`src/rtl/sdram_pkg.sv`:
```
// Shared types and defaults for the multi-channel SDRAM address generator.
package sdram_pkg;

  // Default SDRAM word-address width.
  localparam int DEFAULT_ADDR_W = 26;

  // Address type at the default width.
  typedef logic [DEFAULT_ADDR_W-1:0] addr_t;

  // Behaviour of a channel once it advances past its limit.
  typedef enum logic {
    STOP = 1'b0,
    WRAP = 1'b1
  } wrap_mode_e;

  // Map the raw wrap_en input onto the wrap mode.
  function automatic wrap_mode_e to_wrap_mode(input logic i_en);
    return i_en ? WRAP : STOP;
  endfunction

endpackage

```
`src/rtl/sdram_addr_chan.sv`:
```
// One address channel: pointer, window registers, sticky done flag and the
// compare/increment that decides advance, wrap or stop.
module sdram_addr_chan
  import sdram_pkg::*;
#(
  parameter int ADDR_W   = DEFAULT_ADDR_W,
  parameter int STRIDE_W = 8
) (
  input  logic                clk,
  input  logic                rst,
  input  logic                i_load,
  input  logic [ADDR_W-1:0]   i_base,
  input  logic [ADDR_W-1:0]   i_limit,
  input  logic                i_enable,
  input  logic [STRIDE_W-1:0] i_stride,
  input  wrap_mode_e          i_wrap_mode,
  output logic [ADDR_W-1:0]   o_ptr,
  output logic                o_done,
  output logic                o_wrap_evt
);

  logic [ADDR_W-1:0] r_ptr;
  logic [ADDR_W-1:0] r_base;
  logic [ADDR_W-1:0] r_limit;
  logic              r_done;

  logic [ADDR_W:0]   w_next;
  logic              w_fits;
  logic              w_adv;

  // One extra bit keeps ptr+stride from silently wrapping at the top of memory.
  assign w_next = {1'b0, r_ptr} + {{(ADDR_W + 1 - STRIDE_W){1'b0}}, i_stride};
  assign w_fits = (w_next <= {1'b0, r_limit});
  // A zero stride is a no-op: it must never set done nor wrap.
  assign w_adv  = i_enable && !r_done && (i_stride != {STRIDE_W{1'b0}});

  assign o_wrap_evt = w_adv && !w_fits && (i_wrap_mode == WRAP);
  assign o_ptr      = r_ptr;
  assign o_done     = r_done;

  // Channel state: load restarts the window, enable advances, wraps or stops.
  always_ff @(posedge clk or posedge rst) begin
    if (rst) begin
      r_ptr   <= {ADDR_W{1'b0}};
      r_base  <= {ADDR_W{1'b0}};
      r_limit <= {ADDR_W{1'b0}};
      r_done  <= 1'b0;
    end else if (i_load) begin
      r_base  <= i_base;
      r_limit <= i_limit;
      r_ptr   <= i_base;
      r_done  <= (i_base > i_limit);
    end else if (w_adv) begin
      if (w_fits) begin
        r_ptr <= w_next[ADDR_W-1:0];
      end else if (i_wrap_mode == WRAP) begin
        r_ptr <= r_base;
      end else begin
        r_done <= 1'b1;
      end
    end
  end

endmodule

```
`src/rtl/sdram_addr_gen.sv`:
```
// N-channel strided, bounded SDRAM address generator. Holds the shared
// stride/wrap mode, decodes ch_sel, muxes the selected pointer onto addr and
// registers the wrap pulse.
module sdram_addr_gen
  import sdram_pkg::*;
#(
  parameter int ADDR_W   = DEFAULT_ADDR_W,
  parameter int NUM_CH   = 2,
  parameter int CH_W     = (NUM_CH > 1) ? $clog2(NUM_CH) : 1,
  parameter int STRIDE_W = 8
) (
  input  logic                     clk,
  input  logic                     rst,
  input  logic                     load,
  input  logic [NUM_CH*ADDR_W-1:0] base_addr,
  input  logic [NUM_CH*ADDR_W-1:0] limit_addr,
  input  logic [STRIDE_W-1:0]      stride,
  input  logic                     wrap_en,
  input  logic [CH_W-1:0]          ch_sel,
  input  logic                     enable,
  output logic [ADDR_W-1:0]        addr,
  output logic [NUM_CH-1:0]        done,
  output logic                     wrap
);

  logic [STRIDE_W-1:0] r_stride;
  wrap_mode_e          r_wrap_mode;
  logic                r_wrap;

  logic [NUM_CH-1:0]   w_en_vec;
  logic [NUM_CH-1:0]   w_wrap_vec;
  logic [NUM_CH-1:0]   w_done_vec;
  logic [ADDR_W-1:0]   w_ptr [NUM_CH];
  logic [ADDR_W-1:0]   w_addr;

  for (genvar g = 0; g < NUM_CH; g++) begin : g_chan
    // Load outranks enable, so a same-cycle enable is dropped here.
    assign w_en_vec[g] = enable && !load && (ch_sel == CH_W'(g));

    sdram_addr_chan #(
      .ADDR_W   (ADDR_W),
      .STRIDE_W (STRIDE_W)
    ) u_chan (
      .clk         (clk),
      .rst         (rst),
      .i_load      (load),
      .i_base      (base_addr[g*ADDR_W +: ADDR_W]),
      .i_limit     (limit_addr[g*ADDR_W +: ADDR_W]),
      .i_enable    (w_en_vec[g]),
      .i_stride    (r_stride),
      .i_wrap_mode (r_wrap_mode),
      .o_ptr       (w_ptr[g]),
      .o_done      (w_done_vec[g]),
      .o_wrap_evt  (w_wrap_vec[g])
    );
  end

  // Output mux: an out-of-range ch_sel matches no channel and reads as zero.
  always_comb begin
    w_addr = {ADDR_W{1'b0}};
    for (int i = 0; i < NUM_CH; i++) begin
      w_addr = (ch_sel == CH_W'(i)) ? w_ptr[i] : w_addr;
    end
  end

  // Shared configuration latched on load, plus the one-cycle wrap pulse.
  always_ff @(posedge clk or posedge rst) begin
    if (rst) begin
      r_stride    <= {STRIDE_W{1'b0}};
      r_wrap_mode <= STOP;
      r_wrap      <= 1'b0;
    end else if (load) begin
      r_stride    <= stride;
      r_wrap_mode <= to_wrap_mode(wrap_en);
      r_wrap      <= 1'b0;
    end else begin
      r_wrap      <= |w_wrap_vec;
    end
  end

  assign addr = w_addr;
  assign done = w_done_vec;
  assign wrap = r_wrap;

endmodule

```
`config.mk`:
```
export PLATFORM = sky130hd
export DESIGN_NAME = sdram_addr_gen
export DESIGN_NICKNAME = d
export VERILOG_FILES = /design/src/rtl/sdram_pkg.sv /design/src/rtl/sdram_addr_chan.sv /design/src/rtl/sdram_addr_gen.sv
export SDC_FILE = /design/constraint.sdc
export NUM_CORES = 1
export LEC_CHECK = 0
export ABC_AREA = 1
export CAP_MARGIN = 10
export CORE_MARGIN = 2
export CORE_UTILIZATION = 50
export CTS_CLUSTER_SIZE = 16
export DETAILED_ROUTE_END_ITERATION = 10
export GPL_ROUTABILITY_DRIVEN = 0
export GPL_TIMING_DRIVEN = 0
export PLACE_DENSITY = 0.73
export REMOVE_ABC_BUFFERS = 1
export SYNTH_ARGS = -nofsm -noshare
export SYNTH_HDL_FRONTEND = slang
export SYNTH_SLANG_ARGS = --single-unit
```
`constraint.sdc`:
```
create_clock -name clk -period 7.15 [get_ports clk]
set_input_delay 1.0725 -clock clk [delete_from_list [all_inputs] [get_ports clk]]
set_output_delay 1.0725 -clock clk [all_outputs]
set_load 0.01 [all_outputs]
```
* Yosys cells after proc, flatten, opt, wreduce, memory -nomap -nowiden
Index checks and enable logic that the tools add are counted.
Storage, ports and cells: flip-flop bits (word level) 168, bits in latches 0, bits in writable memories 0, memory bits (read-only) 0, input port bits 118, output and inout port bits 29, word-level logic and storage cells 65, memories kept 0
Cells by class: $add $sub $neg 2, $mul 0, div/mod/pow operators 0, $lt $le $gt $ge 4, eq/ne operators 3, shifts and indexed selects 0, multiplexer cells 18, bitwise gates (word level) 1, reduce and logical (&&, ||, !) cells 26
Operator list (number):
- $mux 26 | 9
- $add 26x8->27 | 2
- $le 27x26->1 | 2
- $gt 26x26->1 | 2
- $logic_and 1x1->1 | 11
- $mux 1 | 9
- $reduce_bool 8->1 | 1
- $ne 2x2->1 const B | 3
- $reduce_and 3->1 | 2
- $reduce_bool 3->1 | 2
- $logic_not 1->1 | 5
- $reduce_and 2->1 | 2
- $reduce_bool 2->1 | 2
- $reduce_or 2->1 | 1
- $not 1->1 | 1

* Logic depth before layout (Yosys ltp)
Gate-level depths: netlist of the first run.
depth in word-level cells 9, depth in mapped cells 28, mapped depth without buffers 27

* By module
From an unflattened synthesis of the first run, not the netlist that was laid out.
Second synthesis, totals: cell total of the unflattened synthesis 1689, area, all modules 12283.0 um^2
By module, submodules not included:
- sdram_addr_chan at g_chan[0].u_chan | instances 1, cells each 786, area an instance 5764.3 um^2, seq. area each 1976.9 um^2
- sdram_addr_chan at g_chan[1].u_chan | instances 1, cells each 774, area an instance 5753.0 um^2, seq. area each 1976.9 um^2
- sdram_addr_gen | instances 1, cells each 129, area an instance 765.7 um^2, seq. area each 250.2 um^2

* Least setup slack after synthesis of the first run
OpenSTA, ideal clock, no wires.
path kind reg2reg, start register r_stride[0], end register r_wrap, in the netlist wrap, setup time 0.119 ns, data arrival time 3.528 ns, data required time 7.031 ns, path slack 3.504 ns, cell stages (with the launch flop) 24, buffers on the path 2, clock period less this slack 3.646 ns, path through dfrtp_1 -> ha_1 -> inv_1 -> fa_1 -> nand3b_1 -> nand3_4 -> nand2_2 -> nor2_4 -> nand3_2 -> nor2_1 -> nand2_1 -> nand2_1 -> nand2_1 -> ha_1 -> nand2_1 -> nor4_1 -> nand2_1 -> nor3_1 -> nand3_2 -> nand2_4 -> buf_12 -> buf_12 -> nor2_4 -> o21a_1
On the way: longest elaborated chain between the ends 7
Ends and longest elaborated chain:
- start: declaration | RTL line sdram_addr_gen.sv:26 | logic [STRIDE_W-1:0] r_stride;
- start signal: assignment | RTL line sdram_addr_gen.sv:69 | r_stride <= {STRIDE_W{1'b0}};
- start signal: assignment | RTL line sdram_addr_gen.sv:73 | r_stride <= stride;
- $add 26x8->27 | RTL line sdram_addr_chan.sv:32 | assign w_next = {1'b0, r_ptr} + {{(ADDR_W + 1 - STRIDE_W){1'b0}}, i_stride};
- $le 27x26->1 | RTL line sdram_addr_chan.sv:33 | assign w_fits = (w_next <= {1'b0, r_limit});
- $logic_not 1->1 | RTL line sdram_addr_chan.sv:37 | assign o_wrap_evt = w_adv && !w_fits && (i_wrap_mode == WRAP);
- $logic_and 1x1->1 (2 in series) | RTL line sdram_addr_chan.sv:37
- $reduce_or 2->1 * | RTL line sdram_addr_gen.sv:77 | r_wrap <= |w_wrap_vec;
- $mux 1 * | RTL line sdram_addr_gen.sv:72 | end else if (load) begin
- end signal: assignment | RTL line sdram_addr_gen.sv:77
- end: declaration | RTL line sdram_addr_gen.sv:28 | logic r_wrap;
Every way passes the cells marked *; elsewhere a longest branch is shown, timed or not. A chain may end at the register's enable or synchronous reset.

* Worst setup path after layout of the first run
start register r_stride[2], end register g_chan[1].u_chan.r_ptr[7]
On the way: longest elaborated chain between the ends 5
Ends and longest elaborated chain:
- $add 26x8->27 | RTL line sdram_addr_chan.sv:32
- $le 27x26->1 | RTL line sdram_addr_chan.sv:33
- $mux 26 | RTL line sdram_addr_chan.sv:54 | if (w_fits) begin
- $mux 26 | RTL line sdram_addr_chan.sv:53 | end else if (w_adv) begin
- $mux 26 | RTL line sdram_addr_chan.sv:48 | end else if (i_load) begin
- end signal: assignment | RTL line sdram_addr_chan.sv:51 | r_ptr <= i_base;
- end signal: assignment | RTL line sdram_addr_chan.sv:55 | r_ptr <= w_next[ADDR_W-1:0];
- end signal: assignment | RTL line sdram_addr_chan.sv:57 | r_ptr <= r_base;
- end: declaration | RTL line sdram_addr_chan.sv:22 | logic [ADDR_W-1:0] r_ptr;
Parallel ways exist; a longest one is shown, timed or not. The select of a mux whose other input is x is not followed.

==> results of run 1 <==
worst reg2reg max path, delay by kind of cell, from the launching register on:
family / cells / cell delay [ns]
AOI/OAI and AO/OA: 3 / 0.76
xor gates and xnor gates: 1 / 0.29
adders and majority gates: 2 / 0.66
buffers and inverters: 2 / 0.43
DFF: 1 / 0.41
and+or+nand+nor: 11 / 2.83
worst paths after layout:
kind	endpoint	slack [ns]	depth (start not counted)
worst max-delay path	g_chan[1].u_chan.o_ptr[7]	1.69	19
worst min-delay path	g_chan[0].u_chan.r_base[24]	0.48	2
worst max register to register	g_chan[1].u_chan.o_ptr[7]	1.69	19
worst min register to register	g_chan[0].u_chan.r_base[24]	0.48	2
max in group asynchronous	g_chan[0].u_chan.o_ptr[12]	5.17	3
min in group asynchronous	g_chan[1].u_chan.r_base[14]	1.04	2
metal layers:
| layer | vias up | wire, microns |
|---|---|---|
| li1 | 5618 | - |
| met1 | 5292 | 14530 |
| met2 | 390 | 15950 |
| met3 | 74 | 2182 |
| met4 | 0 | 1081 |
| met5 | - | 0 |
layout make-up:
cell class | instances | area share [%]
flip-flops and latches | 168 | 29.03
clock inverters | 11 | 1.175
multi-input cells | 1189 | 46.07
well taps | 324 | 2.800
clock buffers | 21 | 3.111
inverters | 274 | 7.172
repair buffers | 149 | 10.64
cells by family (layout without fill, tap and decap cells):
| logic type | after synthesis | after routing | synth area share, % |
|---|---|---|---|
| DFF | 168 | 168 | 34.36 |
| and+or+nand+nor | 758 | 758 | 26.98 |
| buffers and inverters | 330 | 455 | 11.12 |
| adders and majority gates | 122 | 122 | 12.60 |
| xor gates and xnor gates | 44 | 44 | 3.150 |
| AOI/OAI and AO/OA | 265 | 265 | 11.80 |
synth_stat cells, types with 24 or more instances:
| cell type | count | share of area, % |
|---|---|---|
| a21oi_1 | 68 | 2.8 |
| clkbuf_1 | 29 | 0.89 |
| dfrtp_1 | 168 | 34 |
| ha_1 | 120 | 12 |
| inv_1 | 269 | 8.3 |
| nand2_1 | 491 | 15 |
| nand2_2 | 24 | 1.2 |
| nand3_1 | 112 | 4.6 |
| nand4_1 | 24 | 1.2 |
| nor2_1 | 62 | 1.9 |
| o21ai_0 | 156 | 6.4 |
| xor2_1 | 34 | 2.4 |
metrics by stage:
| stage | TNS [ns] | hold slack (ns) | total power (W) | worst slack (ns) |
|---|---|---|---|---|
| 2_1_floorplan | 0 | 0.4427 | 0.002457 | 1.531 |
| 3_3_place_gp | -398.46 | 0.4577 | 0.003028 | -4.105 |
| 3_5_place_dp | 0 | 0.4662 | 0.003074 | 1.812 |
| 4_1_cts | 0 | 0.4816 | 0.004070 | 1.785 |
| 5_1_grt | 0 | 0.5060 | 0.004392 | 1.311 |
| 6_report | 0 | 0.4822 | 0.004073 | 1.692 |
registers in the layout, summed over array words and instances (netlist names):
register / cells
g_chan.u_chan.o_done: 2
g_chan.u_chan.r_limit: 52
g_chan.u_chan.r_base: 52
wrap: 1
r_stride: 8
g_chan.u_chan.o_ptr: 52
r_wrap_mode: 1
power groups by stage:
stage	registers [W]	clock network, W	logic [W]
2_1_floorplan	0.00122	0	0.00123
3_3_place_gp	0.00128	0	0.00175
3_5_place_dp	0.00128	0	0.00180
4_1_cts	0.00126	0.000995	0.00181
5_1_grt	0.00129	0.00104	0.00207
6_report	0.00127	0.000989	0.00182
==> results.json, run 1 <==
{
  "worstMarginPinSlew_ns": 1.119,
  "cts.clk_slew.worst_paths_ns": 0.07,
  "antenna_cells": 0,
  "dr.first_iter.drc_count": 933,
  "antenna_found_initial": 0,
  "worst-setup-path-type": "flop to flop",
  "synth_cells": 1687,
  "switching_share_pct": 41.44,
  "synth_cell_type_count": 49,
  "pwr-share-clk_pct": 24.3,
  "combPwrFrac_pct": 44.6,
  "drt-pass1-iter-count": 6,
  "synthFlopType": "dfrtp_1",
  "drive_gt1_share_pct": 5.629,
  "die_w_microns": 160.4,
  "slowest_stage": "nand4_2",
  "final_area_sq_um": 14480,
  "worstHoldStart": "g_chan[0].u_chan.r_base[24]",
  "fin_util_pct": 59.89,
  "seqPwrFrac_pct": 31.1,
  "pwr_density_cell_nw_per_um2": 281.3,
  "status": "completed",
  "ir_drop_v": 0.0001548,
  "p_int_w": 0.002385,
  "grt_pass1_wl_mm": 55.01,
  "finalSetupViolations": 0,
  "leakage_nw": 7.555,
  "fillCellCount": 2180,
  "critPathMaxFanout": 28,
  "grt_setup_unrepaired": "no",
  "busiest_layer": "met2",
  "die_h_microns": 160.4,
  "seqCellArea_sq_um": 4204,
  "max_stage_delay_ns": 0.84,
  "hp-class": "flop to flop",
  "crit_arrival_ns": 5.83,
  "num_io_pins": 147,
  "grt_overflow": 0,
  "crit_required_ns": 7.52,
  "max-cap-violations": 0,
  "r2r_start": "r_stride[2]",
  "maxSlewViolCount": 0,
  "slew_headroom_pct": 23.50,
  "grt_pass1_vias": 10960,
  "async_flop_share_pct": 100.0,
  "postCtsSetupBuffers": 0,
  "dr_total_vias": 11370,
  "clock_latency_ns": 0.43,
  "worstSetupEndpointType": "flop",
  "finalHoldViolations": 0,
  "initial_core_util_pct": 50.61,
  "crit_chain": "ha_1 -> a21oi_1 -> nand2_1 -> a21boi_0 -> o21ai_0 -> nand2_1 -> nand2_1 -> xor2_1 -> inv_1 -> ha_1 -> nand2_1 -> nor2_1 -> nor4b_1 -> nand4_2 -> nand3_2 -> nand2_4 -> inv_4 -> nand2_1 -> nand2_1",
  "clkSinkCount": 168,
  "wire_per_inst_microns": 15.80,
  "finalCriticalPeriod_ns": 5.458,
  "antenna_left": 0,
  "cp-startpoint": "r_stride[2]",
  "seq_area_frac_synth_pct": 34.36,
  "core_area_sq_um": 24180,
  "cts_tree": "done",
  "grt_max_degree": 128,
  "crit_top_cell": "nand2_1",
  "cts_buffer_depth": 2,
  "max_clock_freq_mhz": 183.2,
  "htreeDepth": 4,
  "cts_buffers": 17,
  "multi_input_area_sq_um": 6671,
  "place_inst": 2104,
  "clockRootBuffer": "clkbuf_16",
  "dieArea_sq_um": 25740,
  "drc": 0,
  "worst_clock_skew_ns": 0.01025,
  "final_common_cell": "nand2_1",
  "areaGrowthSynthToFinish_pct": 18.35,
  "yosysWarningCount": 0,
  "synth_area_sq_um": 12240,
  "placed_area_sq_um": 13860,
  "num_rows": 57,
  "synth_enable_flop_cells": 0,
  "path_buf_inv": 2,
  "path_delay_family": "simple AND/OR/NAND/NOR gates",
  "cts_resized": 0,
  "fin_nets": 2039,
  "via_per_inst": 5.325,
  "wl_mm": 33.74,
  "track_usage_pct": 26.78,
  "synth.avg_cell_area_sq_um": 7.253,
  "ys_seq_elements": 168,
  "fin_crit_sh_pct": 76.33,
  "startpoint_type": "flop",
  "port_buffers": 146,
  "switchingPower_w": 0.001688,
  "hpwl_mm": 26.03,
  "grt_use_met2_pct": 44.44,
  "grt_use_met3_pct": 4.184,
  "holdBufCountCts": 0,
  "final_cell_mix": "nand2_1 (491), inv_1 (268), dfrtp_1 (168)",
  "stdcell_count": 2136,
  "met1_usage_pct": 35.38
}
Note: power is estimated with default switching activity, not from simulation.
==> run 2: changes to the inputs <==
--- a/config.mk
+++ b/config.mk
@@ -13,7 +13,7 @@
 export DETAILED_ROUTE_END_ITERATION = 10
 export GPL_ROUTABILITY_DRIVEN = 0
 export GPL_TIMING_DRIVEN = 0
-export PLACE_DENSITY = 0.73
+export PLACE_DENSITY = 0.76
 export REMOVE_ABC_BUFFERS = 1
 export SYNTH_ARGS = -nofsm -noshare
 export SYNTH_HDL_FRONTEND = slang
==> constraint.sdc (replaced) <==
create_clock -name clk -period 5 [get_ports clk]
set_input_delay 0.75 -clock clk [delete_from_list [all_inputs] [get_ports clk]]
set_output_delay 0.75 -clock clk [all_outputs]
set_load 0.01 [all_outputs]
==> results.json, run 2 (synthesized netlist as in run 1, its figures left out) <==
{
  "max_clock_freq_mhz": 217.4,
  "slew_headroom_pct": 31.35,
  "crit_top_cell": "nand2_1",
  "fin_nets": 2042,
  "r2r_slack_ns": 0.40,
  "path_buf_inv": 6,
  "hpwl_mm": 26.12,
  "initial_core_util_pct": 50.61,
  "drc": 0,
  "reg2reg_depth": 24,
  "dieArea_sq_um": 25740,
  "clkSinkCount": 168,
  "die_h_microns": 160.4,
  "ir_drop_v": 0.0002035,
  "multi_input_area_sq_um": 6756,
  "antenna_found_initial": 0,
  "tns_ns": 0,
  "final_area_sq_um": 14600,
  "grt_overflow": 0,
  "drive_gt1_share_pct": 6.116,
  "dr_total_vias": 11570,
  "clockRootBuffer": "clkbuf_16",
  "die_w_microns": 160.4,
  "fin_crit_sh_pct": 91.99,
  "fin_util_pct": 60.39,
  "grt_pass1_wl_mm": 55.36,
  "critPathMaxFanout": 28,
  "leakage_nw": 7.577,
  "clock_latency_ns": 0.44,
  "max_stage_delay_ns": 0.39,
  "cts_buffers": 17,
  "cts_tree": "done",
  "worstHoldStart": "g_chan[1].u_chan.r_base[0]",
  "antenna_left": 0,
  "hold_end": "g_chan[1].u_chan.r_base[0]",
  "finalSetupViolations": 0,
  "htreeDepth": 4,
  "track_usage_pct": 26.95,
  "worst_clock_skew_ns": 0.01120,
  "hp-class": "flop to flop",
  "core_area_sq_um": 24180,
  "seqCellArea_sq_um": 4204,
  "antenna_cells": 0,
  "crit_arrival_ns": 4.93,
  "place_inst": 2104,
  "max-cap-violations": 0,
  "num_rows": 57,
  "num_io_pins": 147,
  "r2r_start": "r_stride[0]",
  "placed_area_sq_um": 13860,
  "dr.first_iter.drc_count": 995,
  "grt_max_degree": 150,
  "pwr_density_cell_nw_per_um2": 404.7,
  "crit_chain": "ha_1 -> inv_1 -> fa_1 -> inv_1 -> nand3_1 -> nand2_2 -> nand2_1 -> nor2_1 -> nand2_1 -> xor2_1 -> inv_1 -> ha_1 -> nand2_1 -> inv_1 -> nand4_1 -> inv_1 -> nand2_1 -> nand3b_1 -> nand2_8 -> nand3_2 -> nand2_8 -> inv_4 -> nand2_1 -> nand2_1",
  "stdcell_count": 2139,
  "final_common_cell": "nand2_1",
  "cts.clk_slew.worst_paths_ns": 0.07,
  "r2r-end": "g_chan[1].u_chan.o_ptr[7]",
  "final_cell_mix": "nand2_1 (491), inv_1 (267), dfrtp_1 (168)",
  "path_delay_family": "simple AND/OR/NAND/NOR gates",
  "areaGrowthSynthToFinish_pct": 19.34,
  "port_buffers": 146,
  "wl_mm": 34.94,
  "grt_setup_unrepaired": "no",
  "slowest_stage": "dfrtp_1",
  "hold_depth": 2,
  "worstSetupEndpointType": "flop",
  "drt-pass1-iter-count": 6,
  "finalHoldViolations": 0,
  "finalCriticalPeriod_ns": 4.599,
  "status": "completed",
  "worst-setup-path-type": "flop to flop",
  "startpoint_type": "flop",
  "via_per_inst": 5.408,
  "fillCellCount": 2151,
  "crit_required_ns": 5.33,
  "grt_pass1_vias": 10980,
  "maxSlewViolCount": 0,
  "cts_buffer_depth": 2,
  "worstMarginPinSlew_ns": 1.004,
  "whs_ns": 0.4790,
  "wire_per_inst_microns": 16.33
}
[run 2: cell count changes in the layout (fill, tap and decap cells not counted), sizes merged]
cell      before  now
inv          276  274
buf            4    6
bufinv         4    3
clkinvlp       3    4
clkinv         2    4
nand4         26   27
[run 2: power breakdown]
part           internal (W)  switching (W)  leakage, nW  total (W)
sequential          0.00158       0.000239         2.04    0.00181
combinational      0.000998        0.00168         5.24    0.00268
clock              0.000841       0.000572        0.303    0.00141
[run 2: cell type report]
| cell class | instances | area share [%] |
|---|---|---|
| clock buffers | 22 | 3.316 |
| repair buffers | 150 | 10.69 |
| multi-input cells | 1190 | 46.27 |
| flip-flops and latches | 168 | 28.79 |
| inverters | 274 | 7.138 |
| clock inverters | 10 | 0.9683 |
| well taps | 324 | 2.776 |
| repair inverters | 1 | 0.05141 |
[run 2: through the flow]
step / total power [W] / setup slack [ns]
final: 0.005909 / 0.4006
after global routing: 0.006314 / 0.05589
after CTS: 0.005830 / 0.1031
after detailed placement: 0.004400 / -0.3597
after global placement: 0.004317 / -5.970
after floorplan: 0.003513 / -0.2967
[run 2: what timing repair did]
action,in CTS,in global routing
endpoints found under the hold margin,0,0
endpoints found under the setup margin,28,54
resized for setup,2,11
pin swaps,0,1
setup buffers,0,1
hold buffers,0,0
cloned,0,2
[run 2: routing by layer]
layer  GRT usage [%]  up-vias  part of all wire, %
met5               0        -                    0
met4           11.10        0                  3.5
met3           3.822       81                  7.2
met2           44.12      451                   47
met1           36.08     5419                   42
li1                -     5616                    -
[run 2: how the worst max path moves through the flow]
stage,from,to,cells past startpoint
after global routing,r_stride[0],g_chan[0].u_chan.o_ptr[11],23
after detailed placement,r_stride[2],g_chan[1].u_chan.o_ptr[0],19
final,r_stride[0],g_chan[1].u_chan.o_ptr[7],24
after CTS,r_stride[2],g_chan[1].u_chan.o_ptr[7],19
after global placement,load,g_chan[0].u_chan.o_ptr[13],6
after floorplan,rst,g_chan[0].u_chan.o_done,1
[run 2: tightest hold or removal path, stage by stage (launching register included)]
cell	delay, ns
dfrtp_1	0.35
nand2_1	0.06
nand2_1	0.05
==> run 3: changes to the inputs <==
--- a/config.mk
+++ b/config.mk
@@ -14,6 +14,7 @@
 export GPL_ROUTABILITY_DRIVEN = 0
 export GPL_TIMING_DRIVEN = 0
 export PLACE_DENSITY = 0.76
+export RECOVER_POWER = 100
 export REMOVE_ABC_BUFFERS = 1
 export SYNTH_ARGS = -nofsm -noshare
 export SYNTH_HDL_FRONTEND = slang
==> results.json, run 3 (synthesized netlist as in run 1, its figures left out) <==
{
  "status": "complete, but fails checks",
  "violations": "max-capacitance violations, max-slew violations",
  "wl_mm": 34.91,
  "fin_crit_sh_pct": 92.34,
  "grt_setup_unrepaired": "no",
  "worst_clock_skew_ns": 0.01058,
  "max_stage_delay_ns": 0.40,
  "maxSlewViolCount": 276,
  "grt_pass1_vias": 10980,
  "holdBufCountCts": 0,
  "max_clock_freq_mhz": 216.6,
  "p_int_w": 0.003392,
  "drt-pass1-iter-count": 5,
  "finalSetupViolations": 0,
  "cts.clk_slew.worst_paths_ns": 0.06,
  "crit_arrival_ns": 4.94,
  "pwr-share-clk_pct": 24.0,
  "die_w_microns": 160.4,
  "finalHoldViolations": 0,
  "fin_util_pct": 60.22,
  "hold_depth": 2,
  "r2r_slack_ns": 0.38,
  "hold_end": "g_chan[1].u_chan.r_base[0]",
  "crit_chain": "ha_1 -> inv_1 -> fa_1 -> inv_1 -> nand3_1 -> nand2_2 -> nand2_1 -> nor2_1 -> nand2_1 -> xor2_1 -> inv_1 -> ha_1 -> nand2_1 -> inv_1 -> nand4_1 -> inv_1 -> nand2_1 -> nand3b_1 -> nand2_8 -> nand3_2 -> nand2_8 -> inv_4 -> nand2_1 -> nand2_1",
  "grt_pass1_wl_mm": 55.36,
  "path_buf_inv": 6,
  "die_h_microns": 160.4,
  "track_usage_pct": 26.95,
  "seqPwrFrac_pct": 30.9,
  "reg2reg_depth": 24,
  "antenna_found_initial": 0,
  "ir_drop_v": 0.0002033,
  "r2r-end": "g_chan[1].u_chan.o_ptr[7]",
  "dp_slack_ns": -0.3597,
  "worstHoldStart": "g_chan[1].u_chan.r_base[0]",
  "crit_required_ns": 5.33,
  "layout_setup_ws_ns": 0.3829,
  "leakage_nw": 7.595,
  "startpoint_type": "flop",
  "cts_buffers": 17,
  "worst-setup-path-type": "flop to flop",
  "wire_per_inst_microns": 16.32,
  "dr_total_vias": 11580,
  "path_delay_family": "simple AND/OR/NAND/NOR gates",
  "clock_latency_ns": 0.44,
  "whs_ns": 0.4803,
  "dr.first_iter.drc_count": 1061,
  "combPwrFrac_pct": 45.1,
  "antenna_cells": 0,
  "max-cap-violations": 3,
  "dieArea_sq_um": 25740,
  "cts_tree": "done",
  "cts_buffer_depth": 2,
  "final_common_cell": "nand2_1",
  "worstMarginPinSlew_ns": 3.337,
  "pwr_density_cell_nw_per_um2": 404.1,
  "grt_max_degree": 150,
  "r2r_start": "r_stride[0]",
  "hpwl_mm": 26.12,
  "final_cell_mix": "nand2_1 (491), inv_1 (268), dfrtp_1 (168)",
  "slowest_stage": "dfrtp_1",
  "switchingPower_w": 0.002491,
  "areaGrowthSynthToFinish_pct": 19.00,
  "critPathMaxFanout": 28,
  "drive_gt1_share_pct": 6.006,
  "initial_core_util_pct": 50.61,
  "antenna_left": 0,
  "hp-class": "flop to flop",
  "crit_top_cell": "nand2_1",
  "num_io_pins": 147,
  "clockRootBuffer": "clkbuf_16",
  "tns_ns": 0,
  "via_per_inst": 5.415,
  "grt_overflow": 0,
  "drc": 0,
  "port_buffers": 146,
  "worstSetupEndpointType": "flop",
  "num_rows": 57,
  "core_area_sq_um": 24180,
  "finalCriticalPeriod_ns": 4.617,
  "fin_nets": 2042,
  "slew_headroom_pct": -122.5,
  "clkSinkCount": 168,
  "switching_share_pct": 42.34,
  "htreeDepth": 4,
  "cp.depth": 24
}
run 3: cell types whose count changed in the layout (fill, tap and decap cells not counted), sizes merged:
cell | before | now
buf | 6 | 4
clkdlybuf4s50 | 144 | 113
dlygate4sd3 | 0 | 31
clkbuf | 22 | 24
run 3: timing repair:
| item | in CTS | in global routing |
|---|---|---|
| gates resized for setup | 2 | 11 |
| endpoints found under the setup margin | 28 | 54 |
| gates cloned | 0 | 2 |
| buffers inserted | 0 | 1 |
| pin swaps | 0 | 1 |
run 3: power by group through the flow:
stage               clock [W]  sequential, W  combinational, W
detailed placement          0        0.00183           0.00257
CTS                   0.00142        0.00180           0.00261
global route          0.00147        0.00184           0.00298
floorplan                   0        0.00175           0.00177
global placement            0        0.00182           0.00249
finish                0.00141        0.00182           0.00265
run 3: how the worst max path moves through the flow:
stage                startpoint                          to  slack (ns)
finish              r_stride[0]   g_chan[1].u_chan.o_ptr[7]        0.38
global route        r_stride[0]  g_chan[0].u_chan.o_ptr[18]        0.04
global placement           load  g_chan[0].u_chan.o_ptr[13]       -5.97
CTS                 r_stride[2]   g_chan[1].u_chan.o_ptr[7]        0.10
floorplan                   rst     g_chan[0].u_chan.o_done       -0.30
detailed placement  r_stride[2]   g_chan[1].u_chan.o_ptr[0]       -0.36
run 3: metrics by stage:
step                      instance area, sq um  power [W]  cells
after floorplan                          11910   0.003513   1631
after global placement                   13770   0.004317   2101
after detailed placement                 13860   0.004400   2104
after CTS                                14510   0.005830   2136
after global routing                     14560   0.006289   2139
final                                    14560   0.005883   2139
run 3: layer usage:
layer	global-route usage (%)	up-vias	wire, microns
li1	-	5618	-
met1	36.08	5392	14770
met2	44.12	489	16280
met3	3.822	84	2581
met4	11.10	0	1274
met5	0	-	0
run 3: worst reg2reg max path, stage by stage, from the launching register on:
cell and delay, ns:
dfrtp_1 0.40, ha_1 0.19, inv_1 0.06, fa_1 0.36, inv_1 0.13, nand3_1 0.11, nand2_2 0.17, nand2_1 0.15
nor2_1 0.25, nand2_1 0.12, xor2_1 0.20, inv_1 0.06, ha_1 0.29, nand2_1 0.05, inv_1 0.08, nand4_1 0.20
inv_1 0.24, nand2_1 0.07, nand3b_1 0.26, nand2_8 0.28, nand3_2 0.18, nand2_8 0.24, inv_4 0.18, nand2_1 0.16
nand2_1 0.06
run 3: cell type report:
class	instances	area, sq um
multi-input cells	1190	6749
clock buffers	22	484.2
repair buffers	150	1536
well taps	324	405.4
flip-flops and latches	168	4204
repair inverters	1	7.507
clock inverters	10	141.4
fillers	2157	9617
inverters	274	1032
